### src/rtl/fir_tap_load_ctrl.sv
// Coefficient load sequencer for a two-stage tiny_fir interpolator chain.
// Streams taps from one shared BROM into each FIR in turn, waits for each
// stage's load-complete, then holds both FIRs enabled and releases the
// sample path via load_done.
module fir_tap_load_ctrl #(
    parameter int unsigned G_TAP_RES     = 16,
    parameter int unsigned G_ADDR_WIDTH  = 7,
    parameter int unsigned G_NUM_TAPS_S0 = 63,
    parameter int unsigned G_NUM_TAPS_S1 = 31,
    parameter int unsigned G_TIMEOUT     = 255
) (
    input  logic                    clk,
    input  logic                    reset_n,
    input  logic                    enable,
    input  logic                    reload,
    output logic [G_ADDR_WIDTH-1:0] rom_addr,
    output logic                    rom_rd,
    input  logic [G_TAP_RES-1:0]    rom_data,
    input  logic                    rom_data_valid,
    output logic [1:0]              fir_enable,
    output logic [1:0]              tap_wr,
    output logic [G_TAP_RES-1:0]    tap_val,
    input  logic [1:0]              tap_wr_done,
    output logic                    load_done,
    output logic                    load_err
);

    localparam int unsigned AW = G_ADDR_WIDTH;
    localparam int unsigned TW = $clog2(G_TIMEOUT + 1);

    localparam logic [AW-1:0] NUM_S0   = AW'(G_NUM_TAPS_S0);
    localparam logic [AW-1:0] NUM_S1   = AW'(G_NUM_TAPS_S1);
    localparam logic [AW-1:0] BASE_S1  = AW'(G_NUM_TAPS_S0);
    localparam logic [TW-1:0] TMO_LAST = TW'(G_TIMEOUT - 1);

    typedef enum logic [2:0] {
        IDLE    = 3'd0,
        LOAD_S0 = 3'd1,
        WAIT_S0 = 3'd2,
        LOAD_S1 = 3'd3,
        WAIT_S1 = 3'd4,
        RUN     = 3'd5
    } state_t;

    state_t        state;
    logic [AW-1:0] tap_cnt;     // reads issued in the current stage
    logic [TW-1:0] tmo_cnt;     // cycles spent waiting for tap_wr_done
    logic          rd_stage;    // stage owning the read currently on rom_rd
    logic          rd_pend;     // a read is in flight inside the BROM
    logic          pend_stage;  // stage owning the in-flight read
    logic          stall;       // timeout seen; blocks restart until enable drops

    // Load sequencer: state, BROM read issue, FIR enables and status flags
    always_ff @(posedge clk or negedge reset_n) begin
        if (!reset_n) begin
            state      <= IDLE;
            tap_cnt    <= '0;
            tmo_cnt    <= '0;
            rd_stage   <= 1'b0;
            stall      <= 1'b0;
            rom_addr   <= '0;
            rom_rd     <= 1'b0;
            fir_enable <= 2'b00;
            load_done  <= 1'b0;
            load_err   <= 1'b0;
        end else if (!enable) begin
            state      <= IDLE;
            tap_cnt    <= '0;
            tmo_cnt    <= '0;
            rd_stage   <= 1'b0;
            stall      <= 1'b0;
            rom_addr   <= '0;
            rom_rd     <= 1'b0;
            fir_enable <= 2'b00;
            load_done  <= 1'b0;
        end else begin
            case (state)
                IDLE: begin
                    rom_rd     <= 1'b0;
                    rom_addr   <= '0;
                    fir_enable <= 2'b00;
                    load_done  <= 1'b0;
                    if (!stall) begin
                        state      <= LOAD_S0;
                        rom_rd     <= 1'b1;
                        rom_addr   <= '0;
                        rd_stage   <= 1'b0;
                        tap_cnt    <= AW'(1);
                        fir_enable <= 2'b01;
                        load_err   <= 1'b0;
                    end
                end
                LOAD_S0: begin
                    if (tap_cnt == NUM_S0) begin
                        state    <= WAIT_S0;
                        rom_rd   <= 1'b0;
                        rom_addr <= '0;
                        tmo_cnt  <= '0;
                    end else begin
                        rom_rd   <= 1'b1;
                        rom_addr <= tap_cnt;
                        tap_cnt  <= tap_cnt + AW'(1);
                    end
                end
                WAIT_S0: begin
                    if (tap_wr_done[0]) begin
                        state      <= LOAD_S1;
                        rom_rd     <= 1'b1;
                        rom_addr   <= BASE_S1;
                        rd_stage   <= 1'b1;
                        tap_cnt    <= AW'(1);
                        fir_enable <= 2'b11;
                    end else if (tmo_cnt == TMO_LAST) begin
                        state      <= IDLE;
                        fir_enable <= 2'b00;
                        load_err   <= 1'b1;
                        stall      <= 1'b1;
                    end else begin
                        tmo_cnt <= tmo_cnt + TW'(1);
                    end
                end
                LOAD_S1: begin
                    if (tap_cnt == NUM_S1) begin
                        state    <= WAIT_S1;
                        rom_rd   <= 1'b0;
                        rom_addr <= '0;
                        tmo_cnt  <= '0;
                    end else begin
                        rom_rd   <= 1'b1;
                        rom_addr <= BASE_S1 + tap_cnt;
                        tap_cnt  <= tap_cnt + AW'(1);
                    end
                end
                WAIT_S1: begin
                    if (tap_wr_done[1]) begin
                        state      <= RUN;
                        fir_enable <= 2'b11;
                        load_done  <= 1'b1;
                    end else if (tmo_cnt == TMO_LAST) begin
                        state      <= IDLE;
                        fir_enable <= 2'b00;
                        load_err   <= 1'b1;
                        stall      <= 1'b1;
                    end else begin
                        tmo_cnt <= tmo_cnt + TW'(1);
                    end
                end
                RUN: begin
                    // Passing through IDLE gives the one-cycle FIR reset pulse
                    if (reload) begin
                        state      <= IDLE;
                        fir_enable <= 2'b00;
                        load_done  <= 1'b0;
                    end
                end
                default: begin
                    state <= IDLE;
                end
            endcase
        end
    end

    // Tap forwarding: returned BROM words go to the stage that issued the read
    always_ff @(posedge clk or negedge reset_n) begin
        if (!reset_n) begin
            rd_pend    <= 1'b0;
            pend_stage <= 1'b0;
            tap_wr     <= 2'b00;
            tap_val    <= '0;
        end else if (!enable) begin
            rd_pend    <= 1'b0;
            pend_stage <= 1'b0;
            tap_wr     <= 2'b00;
            tap_val    <= '0;
        end else begin
            rd_pend    <= rom_rd;
            pend_stage <= rd_stage;
            if (rom_data_valid && rd_pend) begin
                tap_wr  <= pend_stage ? 2'b10 : 2'b01;
                tap_val <= rom_data;
            end else begin
                tap_wr  <= 2'b00;
                tap_val <= '0;
            end
        end
    end

endmodule

### config.mk
export PLATFORM = sky130hd
export DESIGN_NAME = fir_tap_load_ctrl
export DESIGN_NICKNAME = d
export VERILOG_FILES = /design/src/rtl/fir_tap_load_ctrl.sv
export SDC_FILE = /design/constraint.sdc
export NUM_CORES = 1
export LEC_CHECK = 0
export CAP_MARGIN = 30
export CORE_ASPECT_RATIO = 0.8
export CORE_MARGIN = 2
export CORE_UTILIZATION = 43
export CTS_CLUSTER_DIAMETER = 60
export DETAILED_ROUTE_END_ITERATION = 8
export PLACE_DENSITY = 0.71
export RECOVER_POWER = 50
export SYNTH_ARGS = -nofsm -noshare
export SYNTH_HDL_FRONTEND = slang
export SYNTH_SLANG_ARGS = --single-unit
export TNS_END_PERCENT = 20
### constraint.sdc
create_clock -name clk -period 5.65 [get_ports clk]
set_input_delay 1.13 -clock clk [delete_from_list [all_inputs] [get_ports clk]]
set_output_delay 1.13 -clock clk [all_outputs]
set_load 0.01 [all_outputs]
==> impl_metrics.tcl <==
set metrics [dict create \
    post-place-ws_ps 2280 \
    drc_errors 0 \
    cts_hold_buf 0 \
    detail_route.first_pass.iterations 4 \
    syn2layout_area_growth_pct 21.1 \
    cp.arrival_ps 3180 \
    gp_routability_congestion 0.828 \
    drtIter0Drc 177 \
    grt-ovfl-total 0 \
    port-buffer-count 52 \
    netlist_area_um2 2920 \
    fin_area_um2 3530 \
    cts_sinks 52 \
    synth_edf_count 0 \
    cts_tree "yes" \
    synth-async-reset-ratio_pct 100 \
    vias_per_cell 5.99 \
    dieArea_um2 7460 \
    synth.distinct_cells 67 \
    finalNetCount 357 \
    worst_pin_slew_ps 2770 \
    place_inst 407 \
    clk-insertion-delay-late_ps 310 \
    cp-end-kind "asynchronous set/reset pin" \
    status "complete, but fails checks" \
    cts.reportedPaths.clkPinSlew_ps 100 \
    setup_violations 0 \
    cp_num_buf_inv 2 \
    h-tree-depth 2 \
    instances_no_fill 415 \
    drive_above_1_share_pct 9.06 \
    required_ps 5480 \
    rows 26 \
    diodes 0 \
    yosysWarnings 0 \
    p_total_mw 1.09 \
    leakage_nw 1.49 \
    grt_start_max_net_pins 53 \
    grt_pass1_vias 2262 \
    clockBufferDepth 2 \
    period_share_pct 59.2 \
    synth_seq_area_share_pct 44.6 \
    drv_cap 1 \
    hold_depth 1 \
    clock.fmax_ghz 0.299 \
    synth_top_flop_cell "dfrtp_1" \
    holdWs_ps 422 \
    ir_drop_mv 0.189 \
    rsz0062_at_grt "no" \
    fin_util_pct 54.6 \
    numCtsBuffers 5 \
    cts_resized 0 \
    core_area_um2 6470 \
    grt_antenna_before_repair 0 \
    fin_crit_ps 3350 \
    crit_cells 2 \
    violations "capacitance limit, slew limit" \
    slew_headroom_pct -84.4 \
    die_height_um 77.7 \
    critPathKind "primary input to asynchronous set/reset pin" \
    io_pins 53 \
    slew_violations 53 \
    grt_pass1_wl_mm 11.5 \
    tns_ps 0 \
    vias 2487 \
    postRouteAntennaNets 0 \
    start_util_pct 45.1 \
    cp_top_family "buffers and inverters" \
    grt.total_usage_pct 19.7 \
    crit_path_start_kind "primary input" \
    hold_class "flop to flop" \
    dieWidth_um 96.1 \
    crit_fanout 52 \
    clock_skew_ps 8.46 \
    synth_seq_cells 52 \
    critPathSlowestCell "clkbuf_1" \
    netlist_instances 289 \
    hold_viol 0 \
    syn_avg_cell_area_um2 10.1 \
    crit_path_max_incr_delay_ps 1960 \
    place_hpwl_mm 4.85 \
    root_buffer "clkbuf_8" \
    cp_cell_sequence "buf_2, clkbuf_1" \
    postCtsSetupBuffers 0 \
    routed_wirelength_mm 7.02 \
    power_density_nw_per_um2 309 \
    final.setup.worst_slack_ps 2300 \
    synth_fp_nets 316 \
    placed_cell_area_um2 3440 \
    reg2regPathDepth 4 \
    wl_per_cell_um 16.9 \
]
## cells by family after synthesis
| group | synth area share, % |
|---|---|
| compound gates | 22.8 |
| xor+xnor | 0.858 |
| fa+ha+maj | 1.72 |
| buf+inv | 4.76 |
| flops | 44.6 |
| mux | 1.20 |
| simple gates | 24.1 |
## cell type report
cell class	count	area (um^2)
clock buffer	5	68.8
clock inverter	3	22.5
fill	587	2940
inverter	10	37.5
multi-input combinational	208	1480
sequential	52	1300
tap	84	105
timing repair buffer	53	519
## Yosys cell counts (3+ instances only)
| library cell | count | share of area, % |
|---|---|---|
| nand3_1 | 10 | 1.7 |
| o31ai_1 | 11 | 2.8 |
| nor2_1 | 7 | 0.90 |
| a21oi_1 | 15 | 2.6 |
| a31oi_1 | 4 | 0.86 |
| buf_2 | 9 | 1.5 |
| nor3_1 | 8 | 1.4 |
| o41ai_1 | 6 | 1.8 |
| clkbuf_1 | 7 | 0.90 |
| ha_1 | 4 | 1.7 |
| or4_1 | 6 | 1.5 |
| and3_1 | 4 | 0.86 |
| nor4_1 | 3 | 0.64 |
| nand2b_1 | 6 | 1.3 |
| nand2_1 | 16 | 2.1 |
| nor2b_1 | 4 | 0.86 |
| dfrtp_1 | 52 | 45 |
| a211oi_1 | 3 | 0.77 |
| inv_1 | 8 | 1.0 |
| o21ai_0 | 15 | 2.6 |
| nor3b_1 | 7 | 1.8 |
| and2_1 | 20 | 4.3 |
| o311ai_0 | 3 | 0.90 |
| o21a_1 | 3 | 0.77 |
## worst reg2reg max path: stages (launching register included)
cell     delay [ps]
dfrtp_1         900
inv_2           250
nor4_2          980
o21ai_0         200
nor3b_1         180
## sequential cells by signal, indices dropped and copies added (netlist names)
| signal | cells |
|---|---|
| fir_enable | 2 |
| load_done | 1 |
| load_err | 1 |
| pend_stage | 1 |
| rd_pend | 1 |
| rd_stage | 1 |
| rom_addr | 7 |
| rom_rd | 1 |
| stall | 1 |
| state | 3 |
| tap_cnt | 7 |
| tap_val | 16 |
| tap_wr | 2 |
| tmo_cnt | 8 |
## where the power goes
part | internal, mW | switching [mW] | total, mW
registers | 0.408 | 0.0775 | 0.485
logic | 0.161 | 0.227 | 0.388
clock network | 0.0890 | 0.129 | 0.218
total | 0.657 | 0.434 | 1.09
## layer usage
layer | track usage, % | vias up | routed length, um
met5 | 0 | - | 0
met4 | 5.29 | 0 | 52
met3 | 3.50 | 4 | 489
met2 | 26.4 | 93 | 2950
met1 | 31.9 | 1211 | 3530
li1 | - | 1179 | -
## cells in the final DEF (no fill, tap or decap), types with 3 or more instances in the layout
cell type / count
nand3_1: 10
nor3b_1: 7
nor2_1: 7
or4_1: 6
nor2b_1: 4
nand2b_1: 6
o311ai_0: 3
a21oi_1: 15
nor4_1: 3
nor3_1: 8
clkdlybuf4s50_1: 37
nand2_1: 16
dfrtp_1: 52
dlygate4sd3_1: 14
inv_1: 8
clkbuf_8: 5
o31ai_1: 11
o21ai_0: 15
and2_1: 19
o21a_1: 3
and3_1: 4
o41ai_1: 6
ha_1: 4
a31oi_1: 4
a211oi_1: 3
## final timing paths
| path | start | endpoint | slack, ps |
|---|---|---|---|
| max in group clk | enable | rom_addr[5] | 2480 |
| worst min register to register | pend_stage | tap_wr[0] | 420 |
| worst min-delay path | pend_stage | tap_wr[0] | 420 |
| worst max-delay path | reset_n | stall | 2300 |
| worst max register to register | state[0] | tap_cnt[0] | 3020 |
| min in group asynchronous | reset_n | rd_pend | 1790 |
Note: power is estimated with default switching activity, not from simulation.
